===== config.mk =====
export PLATFORM = sky130hd
export DESIGN_NAME = mem_stage_flat
export DESIGN_NICKNAME = d
export VERILOG_FILES = /design/src/rtl/mem_stage_pkg.sv /design/src/rtl/mem_stage_if.sv /design/src/rtl/mem_wb_reg.sv /design/src/rtl/mem_stage.sv /design/src/flat_wrapper.sv
export SDC_FILE = /design/constraint.sdc
export NUM_CORES = 1
export LEC_CHECK = 0
export BUFFER_PORTS_ARGS = -buffer_cell sky130_fd_sc_hd__buf_2
export CAP_MARGIN = 20
export CORE_AREA = 4 4 96 98
export DETAILED_ROUTE_END_ITERATION = 10
export DIE_AREA = 0 0 100 102
export PLACE_DENSITY = 0.72
export REMOVE_ABC_BUFFERS = 1
export SLEW_MARGIN = 30
export SYNTH_ARGS = -nofsm -noshare
export SYNTH_HDL_FRONTEND = slang
export SYNTH_SLANG_ARGS = --single-unit

===== constraint.sdc =====
create_clock -name CLK -period 1 [get_ports CLK]
set_input_delay 0.1 -clock CLK [delete_from_list [all_inputs] [get_ports CLK]]
set_output_delay 0.1 -clock CLK [all_outputs]
set_load 0.05 [all_outputs]

===== src/rtl/mem_stage_pkg.sv =====
// mem_stage shared types: FSM encoding and default timeout.
// Included by every mem_stage slice file.
package mem_stage_pkg;

  typedef enum logic [1:0] {
    S_IDLE = 2'd0,
    S_WAIT = 2'd1,
    S_ERR  = 2'd2
  } state_t;

  localparam int TIMEOUT_DEF = 16;

endpackage


===== src/rtl/mem_stage_if.sv =====
// Data-memory request/ack handshake between mem_stage and dmem.
// master = pipeline stage, slave = memory.
interface mem_stage_if;

  logic        dmem_req;
  logic        dmem_we;
  logic [31:0] dmem_addr;
  logic [31:0] dmem_wdata;
  logic [31:0] dmem_rdata;
  logic        dmem_ack;

  modport master (
    output dmem_req,
    output dmem_we,
    output dmem_addr,
    output dmem_wdata,
    input  dmem_rdata,
    input  dmem_ack
  );

  modport slave (
    input  dmem_req,
    input  dmem_we,
    input  dmem_addr,
    input  dmem_wdata,
    output dmem_rdata,
    output dmem_ack
  );

endinterface


===== src/rtl/mem_wb_reg.sv =====
// MEM/WB pipeline register with load / bubble control.
// Bubble clears the write enable and holds the data fields.
module mem_wb_reg (
  input  logic        clk,
  input  logic        rst_n,
  input  logic        i_load,
  input  logic [31:0] i_data,
  input  logic [4:0]  i_rd,
  input  logic        i_we,
  output logic [31:0] o_data,
  output logic [4:0]  o_rd,
  output logic        o_we
);

  logic [31:0] r_data;
  logic [4:0]  r_rd;
  logic        r_we;

  always_ff @(posedge clk) begin
    if (!rst_n) begin
      r_data <= '0;
      r_rd   <= '0;
      r_we   <= 1'b0;
    end else if (i_load) begin
      r_data <= i_data;
      r_rd   <= i_rd;
      r_we   <= i_we;
    end else begin
      r_we   <= 1'b0;
    end
  end

  assign o_data = r_data;
  assign o_rd   = r_rd;
  assign o_we   = r_we;

endmodule


===== src/rtl/mem_stage.sv =====
// MIPS MEM stage: word load/store over a req/ack data bus.
// Optional access timeout enabled by defining MEM_TIMEOUT_EN.
module mem_stage
  import mem_stage_pkg::*;
#(
  parameter int TIMEOUT_CYCLES = TIMEOUT_DEF
) (
  input  logic        CLK,
  input  logic        RST,
  input  logic        branch,
  input  logic        jump,
  input  logic        MemRead,
  input  logic        MemWrite,
  input  logic        MemtoReg,
  input  logic        RegWrite,
  input  logic [31:0] alu_in,
  input  logic [31:0] readdata2,
  input  logic [4:0]  RegRd,
  mem_stage_if.master mem,
  output logic        stall,
  output logic        PCSrc,
  output logic        jump_out,
  output logic [31:0] regExMem,
  output logic [4:0]  MEMRegRd_wire,
  output logic        MEM_RegWrite_wire,
  output logic [31:0] regMemWb,
  output logic [4:0]  WBRegRd_wire,
  output logic        WB_RegWrite_wire,
  output logic        bus_err
);

  if (TIMEOUT_CYCLES < 2) begin : g_bad_timeout
    $error("TIMEOUT_CYCLES must be >= 2");
  end

  state_t      r_state;
  logic        w_mem_op;
  logic        w_in_err;
  logic        w_stall;
  logic        w_load;
  logic [31:0] w_wb_data;

  assign w_mem_op = MemRead | MemWrite;
  assign w_in_err = (r_state == S_ERR);
  assign w_stall  = ~w_in_err & w_mem_op
                  & ~mem.dmem_ack;
  assign w_load   = ~w_stall & ~w_in_err;

  assign mem.dmem_req   = RST & ~w_in_err
                        & (w_mem_op | (r_state == S_WAIT));
  assign mem.dmem_we    = MemWrite;
  assign mem.dmem_addr  = {alu_in[31:2], 2'b00};
  assign mem.dmem_wdata = readdata2;

  assign w_wb_data = MemtoReg ? mem.dmem_rdata : alu_in;

  assign stall    = w_stall;
  assign PCSrc    = branch & alu_in[0] & ~w_stall;
  assign jump_out = jump & ~w_stall;

  assign regExMem          = alu_in;
  assign MEMRegRd_wire     = RegRd;
  assign MEM_RegWrite_wire = RegWrite;

`ifdef MEM_TIMEOUT_EN
  localparam int CW = $clog2(TIMEOUT_CYCLES + 1);
  localparam logic [CW-1:0] CNT_LAST = CW'(TIMEOUT_CYCLES - 1);

  logic [CW-1:0] r_cnt;
  logic          r_bus_err;

  always_ff @(posedge CLK) begin
    if (!RST) begin
      r_state   <= S_IDLE;
      r_cnt     <= '0;
      r_bus_err <= 1'b0;
    end else begin
      unique case (r_state)
        S_IDLE: begin
          r_cnt <= '0;
          if (w_mem_op & ~mem.dmem_ack)
            r_state <= S_WAIT;
        end
        S_WAIT: begin
          if (mem.dmem_ack) begin
            r_state <= S_IDLE;
            r_cnt   <= '0;
          end else if (r_cnt == CNT_LAST) begin
            r_state   <= S_ERR;
            r_bus_err <= 1'b1;
          end else begin
            r_cnt <= r_cnt + 1'b1;
          end
        end
        default: begin
          r_state <= S_IDLE;
          r_cnt   <= '0;
        end
      endcase
    end
  end

  assign bus_err = r_bus_err;
`else
  always_ff @(posedge CLK) begin
    if (!RST) begin
      r_state <= S_IDLE;
    end else begin
      unique case (r_state)
        S_IDLE:
          if (w_mem_op & ~mem.dmem_ack)
            r_state <= S_WAIT;
        S_WAIT:
          if (mem.dmem_ack)
            r_state <= S_IDLE;
        default:
          r_state <= S_IDLE;
      endcase
    end
  end

  assign bus_err = 1'b0;
`endif

  mem_wb_reg u_mem_wb (
    .clk    (CLK),
    .rst_n  (RST),
    .i_load (w_load),
    .i_data (w_wb_data),
    .i_rd   (RegRd),
    .i_we   (RegWrite),
    .o_data (regMemWb),
    .o_rd   (WBRegRd_wire),
    .o_we   (WB_RegWrite_wire)
  );

endmodule


===== src/flat_wrapper.sv =====
// flat-port wrapper written by rule: the top's interface ports become plain ports
module mem_stage_flat import mem_stage_pkg::*;
#(
  parameter int TIMEOUT_CYCLES = TIMEOUT_DEF
)
  (CLK, RST, branch, jump, MemRead, MemWrite, MemtoReg, RegWrite, alu_in, readdata2, RegRd, stall, PCSrc, jump_out, regExMem, MEMRegRd_wire, MEM_RegWrite_wire, regMemWb, WBRegRd_wire, WB_RegWrite_wire, bus_err, mem_dmem_req, mem_dmem_we, mem_dmem_addr, mem_dmem_wdata, mem_dmem_rdata, mem_dmem_ack);
  mem_stage_if mem_i ();
  input  logic CLK;
  input  logic RST;
  input  logic branch;
  input  logic jump;
  input  logic MemRead;
  input  logic MemWrite;
  input  logic MemtoReg;
  input  logic RegWrite;
  input  logic [31:0] alu_in;
  input  logic [31:0] readdata2;
  input  logic [4:0] RegRd;
  output logic stall;
  output logic PCSrc;
  output logic jump_out;
  output logic [31:0] regExMem;
  output logic [4:0] MEMRegRd_wire;
  output logic MEM_RegWrite_wire;
  output logic [31:0] regMemWb;
  output logic [4:0] WBRegRd_wire;
  output logic WB_RegWrite_wire;
  output logic bus_err;
  output wire logic [$bits(mem_i.dmem_req)-1:0] mem_dmem_req;
  output wire logic [$bits(mem_i.dmem_we)-1:0] mem_dmem_we;
  output wire logic [$bits(mem_i.dmem_addr)-1:0] mem_dmem_addr;
  output wire logic [$bits(mem_i.dmem_wdata)-1:0] mem_dmem_wdata;
  input wire logic [$bits(mem_i.dmem_rdata)-1:0] mem_dmem_rdata;
  input wire logic [$bits(mem_i.dmem_ack)-1:0] mem_dmem_ack;
  assign mem_dmem_req = mem_i.dmem_req;
  assign mem_dmem_we = mem_i.dmem_we;
  assign mem_dmem_addr = mem_i.dmem_addr;
  assign mem_dmem_wdata = mem_i.dmem_wdata;
  assign mem_i.dmem_rdata = mem_dmem_rdata;
  assign mem_i.dmem_ack = mem_dmem_ack;
  mem_stage #(.TIMEOUT_CYCLES(TIMEOUT_CYCLES)) u_core (.CLK(CLK), .RST(RST), .branch(branch), .jump(jump), .MemRead(MemRead), .MemWrite(MemWrite), .MemtoReg(MemtoReg), .RegWrite(RegWrite), .alu_in(alu_in), .readdata2(readdata2), .RegRd(RegRd), .mem(mem_i), .stall(stall), .PCSrc(PCSrc), .jump_out(jump_out), .regExMem(regExMem), .MEMRegRd_wire(MEMRegRd_wire), .MEM_RegWrite_wire(MEM_RegWrite_wire), .regMemWb(regMemWb), .WBRegRd_wire(WBRegRd_wire), .WB_RegWrite_wire(WB_RegWrite_wire), .bus_err(bus_err));
endmodule

==> qor.txt, run 1 <==
outcome -> complete, but fails checks
failing checks -> setup timing
setup TNS -> -0.09398 ns
hpwl dp -> 6.482 mm
Core Box Area -> 8466 um^2
CP top delay family -> flip-flops
vias in the first global route -> 2140
f_max -> 914.1 MHz
H-tree depth -> 2
Total GRT Usage -> 14.36%
flop2flop setup slack -> 0.26 ns
Max VDD drop -> 904.2 uV
Max-Cap Viols -> 0
Min Clock Period, post-route -> 1.094 ns
Sink Count -> 39
# placed instances -> 470
critical path launch point -> u_core.r_state[0]
CTS Buffer Depth -> 2
Die Height -> 102 um
DRC violations left -> 0
DP Area -> 3080 um^2
Cell Chain, Critical Path -> nor3_4 -> nor2_1 -> buf_6
vias -> 2233
CTS root buffer -> clkbuf_8
Iter 0 DRT Violations -> 60
r2r endpoint -> u_core.u_mem_wb.o_data[8]
class of the worst hold path -> in -> reg
compound-gate portion of the synthesized area -> 17.38%
Total Power -> 4.968 mW
PortBufs -> 188
delay of the slowest critical-path stage -> 0.33 ns
setup ws final -> -0.09398 ns
die width -> 100 um
cts bufs inserted -> 5
simple-gate share of the synthesized area -> 7.031%
Final Hold Viols -> 0
critical path class -> reg -> out
Synth-to-Final Area Change -> 17.73%
Distinct cells, synth -> 19
crit path to -> mem_dmem_req
Clock Latency Late Sink -> 0.29 ns
initial antenna violation count -> 0
Placer Congestion -> 0.7893
Initial Util -> 33.00%
Fillers -> 842
post-route ant nets -> 0
synthesis warning total -> 0
Critical Path AT -> 0.99 ns
first-pass GRT wire length -> 11.23 mm
CP Launch Type -> flop
Routed WL per cell -> 16.37 um
RSZ-0062 raised after global routing -> yes
slowest CP cell -> dfxtp_2
Worst-path clk slew -> 0.09 ns
FF-to-FF Start -> u_core.u_mem_wb.o_data[8]
Die ar. -> 10200 um^2
grt total ovfl -> 0
Req. time, crit path -> 0.90 ns
mapped cell area -> 2794 um^2
period utilization -> 109.4%
depth of the most critical reg-to-reg path -> 2
post-synthesis adder-cell area fraction -> 0%
largest family of logic cells by synthesized area -> buffers and inverters
critical path capture point type -> output port
Detailed Route WL -> 7.826 mm
Final Util -> 38.86%
Pleak -> 1.687 nW
setup violators final -> 1
Final Non-Filler Cells -> 478
mux cell area share after synthesis -> 13.26%
register area share after synthesis -> 27.94%
CTS tree -> done
post-place setup slack -> -0.1507 ns
most frequent cells in the layout -> buf_2 (148), dfxtp_1 (38), mux2i_1 (37)
Post-Synth XOR/XNOR Area -> 0%
Design Area, Final -> 3289 um^2
final setup skew -> 0 ns
post-CTS setup buffer count -> 0
WP buf/inv -> 1
Cell Pwr Density -> 1510 nW/um^2
Slew Viols, Final -> 0
hold_ws -> 0.05670 ns
Rows -> 34
most common cell after layout, fill and taps aside -> buf_2
diode count -> 0
Synth Area per Inst -> 9.803 um^2
DR pass1 iterations -> 4
Yosys reg bits -> 39
Post-Synthesis Cells -> 285
Final nets -> 479
layout cells sized above 1 -> 65.95%
via/cell ratio -> 4.672
I/O pin count -> 256
cell depth of the worst setup path -> 3
crit-path max FO -> 2
largest net degree at the start of global routing -> 34
-- registers in the layout, summed over array words and instances (netlist names) --
register                flops
u_core.u_mem_wb.o_rd        5
u_core.r_state              1
u_core.u_mem_wb.o_we        1
u_core.u_mem_wb.o_data     32
-- logic make-up (layout without fill, tap and decap cells) --
logic type / count (synthesis) / after routing
flip-flops: 39 / 39
AND/OR/NAND/NOR: 49 / 49
AO/OA/AOI/OAI: 33 / 33
multiplexers: 37 / 37
other: 1 / 3
buffers and inverters: 126 / 209
-- layout make-up --
cell class              count  area (um^2)  share of cell area, %
clock inverters             3        20.02                 0.6086
multi-input cells         122         1082                  32.90
flip-flops and latches     39        782.0                  23.77
inverters                   2        7.507                 0.2282
well taps                 108        135.1                  4.108
repair buffers            199         1194                  36.29
clock buffers               5        68.82                  2.092
-- worst min path at each step --
stage,cells past startpoint,from,endpoint,slack [ns]
detailed placement,0,readdata2[24],mem_dmem_wdata[24],0.20
CTS,3,RegRd[2],u_core.u_mem_wb.o_rd[2],0.04
global placement,0,readdata2[24],mem_dmem_wdata[24],0.20
floorplan,1,mem_dmem_ack,u_core.r_state[0],0.18
global route,3,RegRd[1],u_core.u_mem_wb.o_rd[1],0.06
finish,2,RegWrite,u_core.u_mem_wb.o_we,0.06
-- what timing repair did --
item / 4_1_cts / 5_1_grt
hold buffers: 0 / 0
endpoints found under the setup margin: 24 / 20
resized for setup: 28 / 19
gates cloned: 0 / 0
pin swaps: 2 / 1
-- synthesized netlist by cell type --
library cell	n	area share, %
dfxtp_1	39	28
mux2i_1	37	13
and2_1	1	0.22
inv_1	1	0.13
dlygate4sd1_1	1	0.31
a221oi_2	31	17
nor2_1	33	4.4
or2_1	1	0.22
buf_2	5	0.90
conb_1	1	0.13
buf_6	9	3.6
nand2_1	10	1.3
buf_4	108	29
a221oi_1	1	0.31
nor3_1	2	0.36
inv_2	1	0.13
o21bai_2	1	0.40
and3_1	2	0.45
clkbuf_1	1	0.13
-- worst reg2reg max path, cell delays in order, from the launching register on --
cell	delay (ns)
dfxtp_1	0.35
nor2_1	0.06
a221oi_2	0.24
-- routing by layer --
layer  track usage [%]  wire length [um]  vias up
li1                  -                 -     1046
met1             16.02              2987     1022
met2             23.19              3597      159
met3             8.532              1150        4
met4             3.420                45        2
met5             4.327                45        -
-- where the power goes --
part | leakage, nW | total (mW) | switching, mW | internal, mW
sequential | 0.325 | 1.75 | 0.0647 | 1.68
combinational | 1.32 | 2.14 | 1.52 | 0.627
clock | 0.0402 | 1.08 | 0.591 | 0.486
total | 1.69 | 4.97 | 2.17 | 2.79
(Power assumes the default switching activity.)
==> run 2: changes to the inputs <==
--- a/config.mk
+++ b/config.mk
@@ -5,11 +5,13 @@
 export SDC_FILE = /design/constraint.sdc
 export NUM_CORES = 1
 export LEC_CHECK = 0
+export ABC_AREA = 1
 export BUFFER_PORTS_ARGS = -buffer_cell sky130_fd_sc_hd__buf_2
 export CAP_MARGIN = 20
-export CORE_AREA = 4 4 96 98
+export CORE_AREA = 4 4 98 100
+export CTS_CLUSTER_SIZE = 14
 export DETAILED_ROUTE_END_ITERATION = 10
-export DIE_AREA = 0 0 100 102
+export DIE_AREA = 0 0 102 104
 export PLACE_DENSITY = 0.72
 export REMOVE_ABC_BUFFERS = 1
 export SLEW_MARGIN = 30
==> run 2 against run 1 <==
Compared with the run above:
- highest routed layer unchanged
- count of clock-buffer cells in the layout up 3
- core utilization up 0.65 points
- largest power group unchanged
- the flow still finishes with violations (setup timing)
- hold slack worse by 0.0066 ns
==> qor.txt, run 2 <==
Total GRT Usage -> 16.25% (+1.9 points)
period utilization -> 104.7% (-4.7 points)
hpwl dp -> 7.119 mm (+9.8%)
Max-Cap Viols -> 0 (unchanged)
Pleak -> 2.032 nW (+20%)
Detailed Route WL -> 9.045 mm (+16%)
outcome -> complete, but fails checks
top post-synthesis cells by area -> buf_4 (28%), dfxtp_1 (26%), nand2_1 (17%), nor2_1 (9.3%), nand3_1 (6.3%)
most common cell in the netlist -> nand2_1
Distinct cells, synth -> 14 (-5)
mapped cell area -> 2948 um^2 (+5.5%)
setup ws final -> -0.04688 ns (+0.04710 ns)
f_max -> 955.2 MHz (+4.5%)
most frequent cells in the layout -> buf_2 (148), nand2_1 (136), nor2_1 (69)
# placed instances -> 648 (+38%)
register area share after synthesis -> 26.49% (-1.5 points)
PortBufs -> 188 (unchanged)
flop2flop setup slack -> 0.32 ns (+0.06 ns)
min-delay src -> RegWrite
Final Util -> 39.50% (+0.65 points)
DR pass1 iterations -> 4 (unchanged)
top-area cell type share of the netlist area -> 27.50% (-1.5 points)
Async SR Flop Fraction -> 0% (unchanged)
Die ar. -> 10610 um^2 (+4.0%)
Min Clock Period, post-route -> 1.047 ns (-0.04710 ns)
first-pass GRT wire length -> 13.32 mm (+19%)
CTS tree -> done
Design Area, Final -> 3428 um^2 (+4.2%)
hold buffer count at cts -> 0 (unchanged)
failing checks -> setup timing
H-tree depth -> 2 (unchanged)
Synth top cells by count -> nand2_1 (136), buf_4 (108), nor2_1 (73)
Final Hold Viols -> 0 (unchanged)
DRC violations left -> 0 (unchanged)
Synth Area per Inst -> 6.353 um^2 (-35%)
Worst-path clk slew -> 0.08 ns (about the same)
setup violators final -> 1 (unchanged)
Placer Congestion -> 0.7248 (-8.2%)
DP Area -> 3177 um^2 (+3.1%)
number of synthesized flops with an enable pin -> 0 (unchanged)
worst hold path depth -> 3 (+1)
hold_ws -> 0.05012 ns (-0.006582 ns)
Final Non-Filler Cells -> 658 (+38%)
Routed WL per cell -> 13.75 um (-16%)
Rows -> 34 (unchanged)
Sink Count -> 39 (unchanged)
grt total ovfl -> 0 (unchanged)
CTS Buffer Depth -> 2 (unchanged)
CP dominant cell by count -> nor2_2
Final nets -> 659 (+38%)
Clock Latency Late Sink -> 0.28 ns (about the same)
max FFs per register -> 32 (unchanged)
crit-path max FO -> 2 (unchanged)
critical path class -> reg -> out
Die Height -> 104 um (+2.0%)
initial antenna violation count -> 0 (unchanged)
area leader, netlist -> buf_4
die width -> 102 um (+2.0%)
main flop type after synthesis -> dfxtp_1
Initial Util -> 33.97% (+0.96 points)
diode count -> 0 (unchanged)
most common cell after layout, fill and taps aside -> buf_2
post-route ant nets -> 0 (unchanged)
Core Box Area -> 8678 um^2 (+2.5%)
depth of the most critical reg-to-reg path -> 4 (+2)
Cell Pwr Density -> 1495 nW/um^2 (-1.0%)
delay of the slowest critical-path stage -> 0.33 ns (about the same)
class of the worst hold path -> in -> reg
Cell Chain, Critical Path -> nor2_2 -> nor2_2 -> buf_6
WHS Endpoint -> u_core.u_mem_wb.o_we
vias in the first global route -> 2721 (+27%)
RSZ-0062 raised after global routing -> yes
vias -> 2876 (+29%)
slowest CP cell -> dfxtp_2
via/cell ratio -> 4.371 (-6.4%)
final setup skew -> 0 ns (unchanged)
critical path capture point type -> output port
Iter 0 DRT Violations -> 71 (+18%)
Slew Viols, Final -> 0 (unchanged)
largest net degree at the start of global routing -> 38 (+12%)
layout cells sized above 1 -> 40.73% (-25 points)
Critical Path AT -> 0.95 ns (-0.04 ns)
CP Launch Type -> flop
cts bufs inserted -> 5 (unchanged)
r2r endpoint -> u_core.u_mem_wb.o_rd[2]
setup TNS -> -0.04688 ns (+0.04710 ns)
Yosys reg bits -> 39 (unchanged)
Post-Synthesis Cells -> 464 (+63%)
FF-to-FF Start -> u_core.u_mem_wb.o_rd[2]
Max VDD drop -> 629.0 uV (-30%)
CTS root buffer -> clkbuf_8
synthesis warning total -> 0 (unchanged)
I/O pin count -> 256 (unchanged)
Synth-to-Final Area Change -> 16.30%
Req. time, crit path -> 0.90 ns (about the same)
run 2: changes by cell type after synthesis, sizes merged, moves of 2 or more:
cell / previous run / this run
nand2: 10 / 136
a221oi: 32 / 0
mux2i: 37 / 0
and3: 2 / 0
nor2: 33 / 81
nand3: 0 / 37
inv: 2 / 43
buf: 122 / 126
run 2: layer usage:
| layer | up-vias | wire length [um] | track usage (%) |
|---|---|---|---|
| met5 | - | 64 | 6.154 |
| li1 | 1428 | - | - |
| met3 | 8 | 1277 | 8.987 |
| met2 | 175 | 3829 | 24.19 |
| met1 | 1263 | 3786 | 19.69 |
| met4 | 2 | 88 | 4.311 |
run 2: worst max-delay path by stage:
| stage | endpoint | cells after the start | start |
|---|---|---|---|
| 2_1_floorplan | mem_dmem_req | 4 | MemRead |
| 3_3_place_gp | stall | 4 | MemWrite |
| 3_5_place_dp | stall | 4 | MemWrite |
| 4_1_cts | mem_dmem_req | 3 | u_core.r_state[0] |
| 5_1_grt | mem_dmem_req | 3 | u_core.r_state[0] |
| 6_report | mem_dmem_req | 3 | u_core.r_state[0] |
run 2: where the power goes:
group	switching, mW	total, mW	internal (mW)
Clock	0.561	1.19	0.631
Combinational	1.58	2.19	0.607
Sequential	0.0655	1.75	1.68
Total	2.21	5.12	2.92
run 2: cell type report:
class	count	area, um^2
well taps	108	135.1
clock buffers	8	100.1
inverters	43	163.9
repair buffers	202	1191
multi-input cells	258	1056
flip-flops and latches	39	782.0
fillers	948	5250
run 2: critical path, delay by kind of cell (launching register included):
kind	cells	cell delay, ns
buffers and inverters	1	0.17
flip-flops	1	0.33
AND/OR/NAND/NOR	2	0.16
run 2: cell families after synthesis:
kind of cell           Yosys count  synth area share, %
flip-flops                      39                26.49
buffers and inverters          169                38.46
other                            1               0.1272
AND/OR/NAND/NOR                255                34.93
run 2: per-stage QoR:
| stage | power [mW] | setup slack [ns] |
|---|---|---|
| finish | 5.124 | -0.04688 |
| global route | 5.410 | -0.08406 |
| CTS | 5.174 | -0.08493 |
| global placement | 3.848 | -0.07424 |
| floorplan | 2.685 | -0.5930 |
| detailed placement | 3.874 | -0.07691 |
run 2: repair_timing:
action	4_1_cts	5_1_grt
setup buffers	2	0
setup endpoints to repair	28	16
pin swaps	1	1
resized for setup	29	20
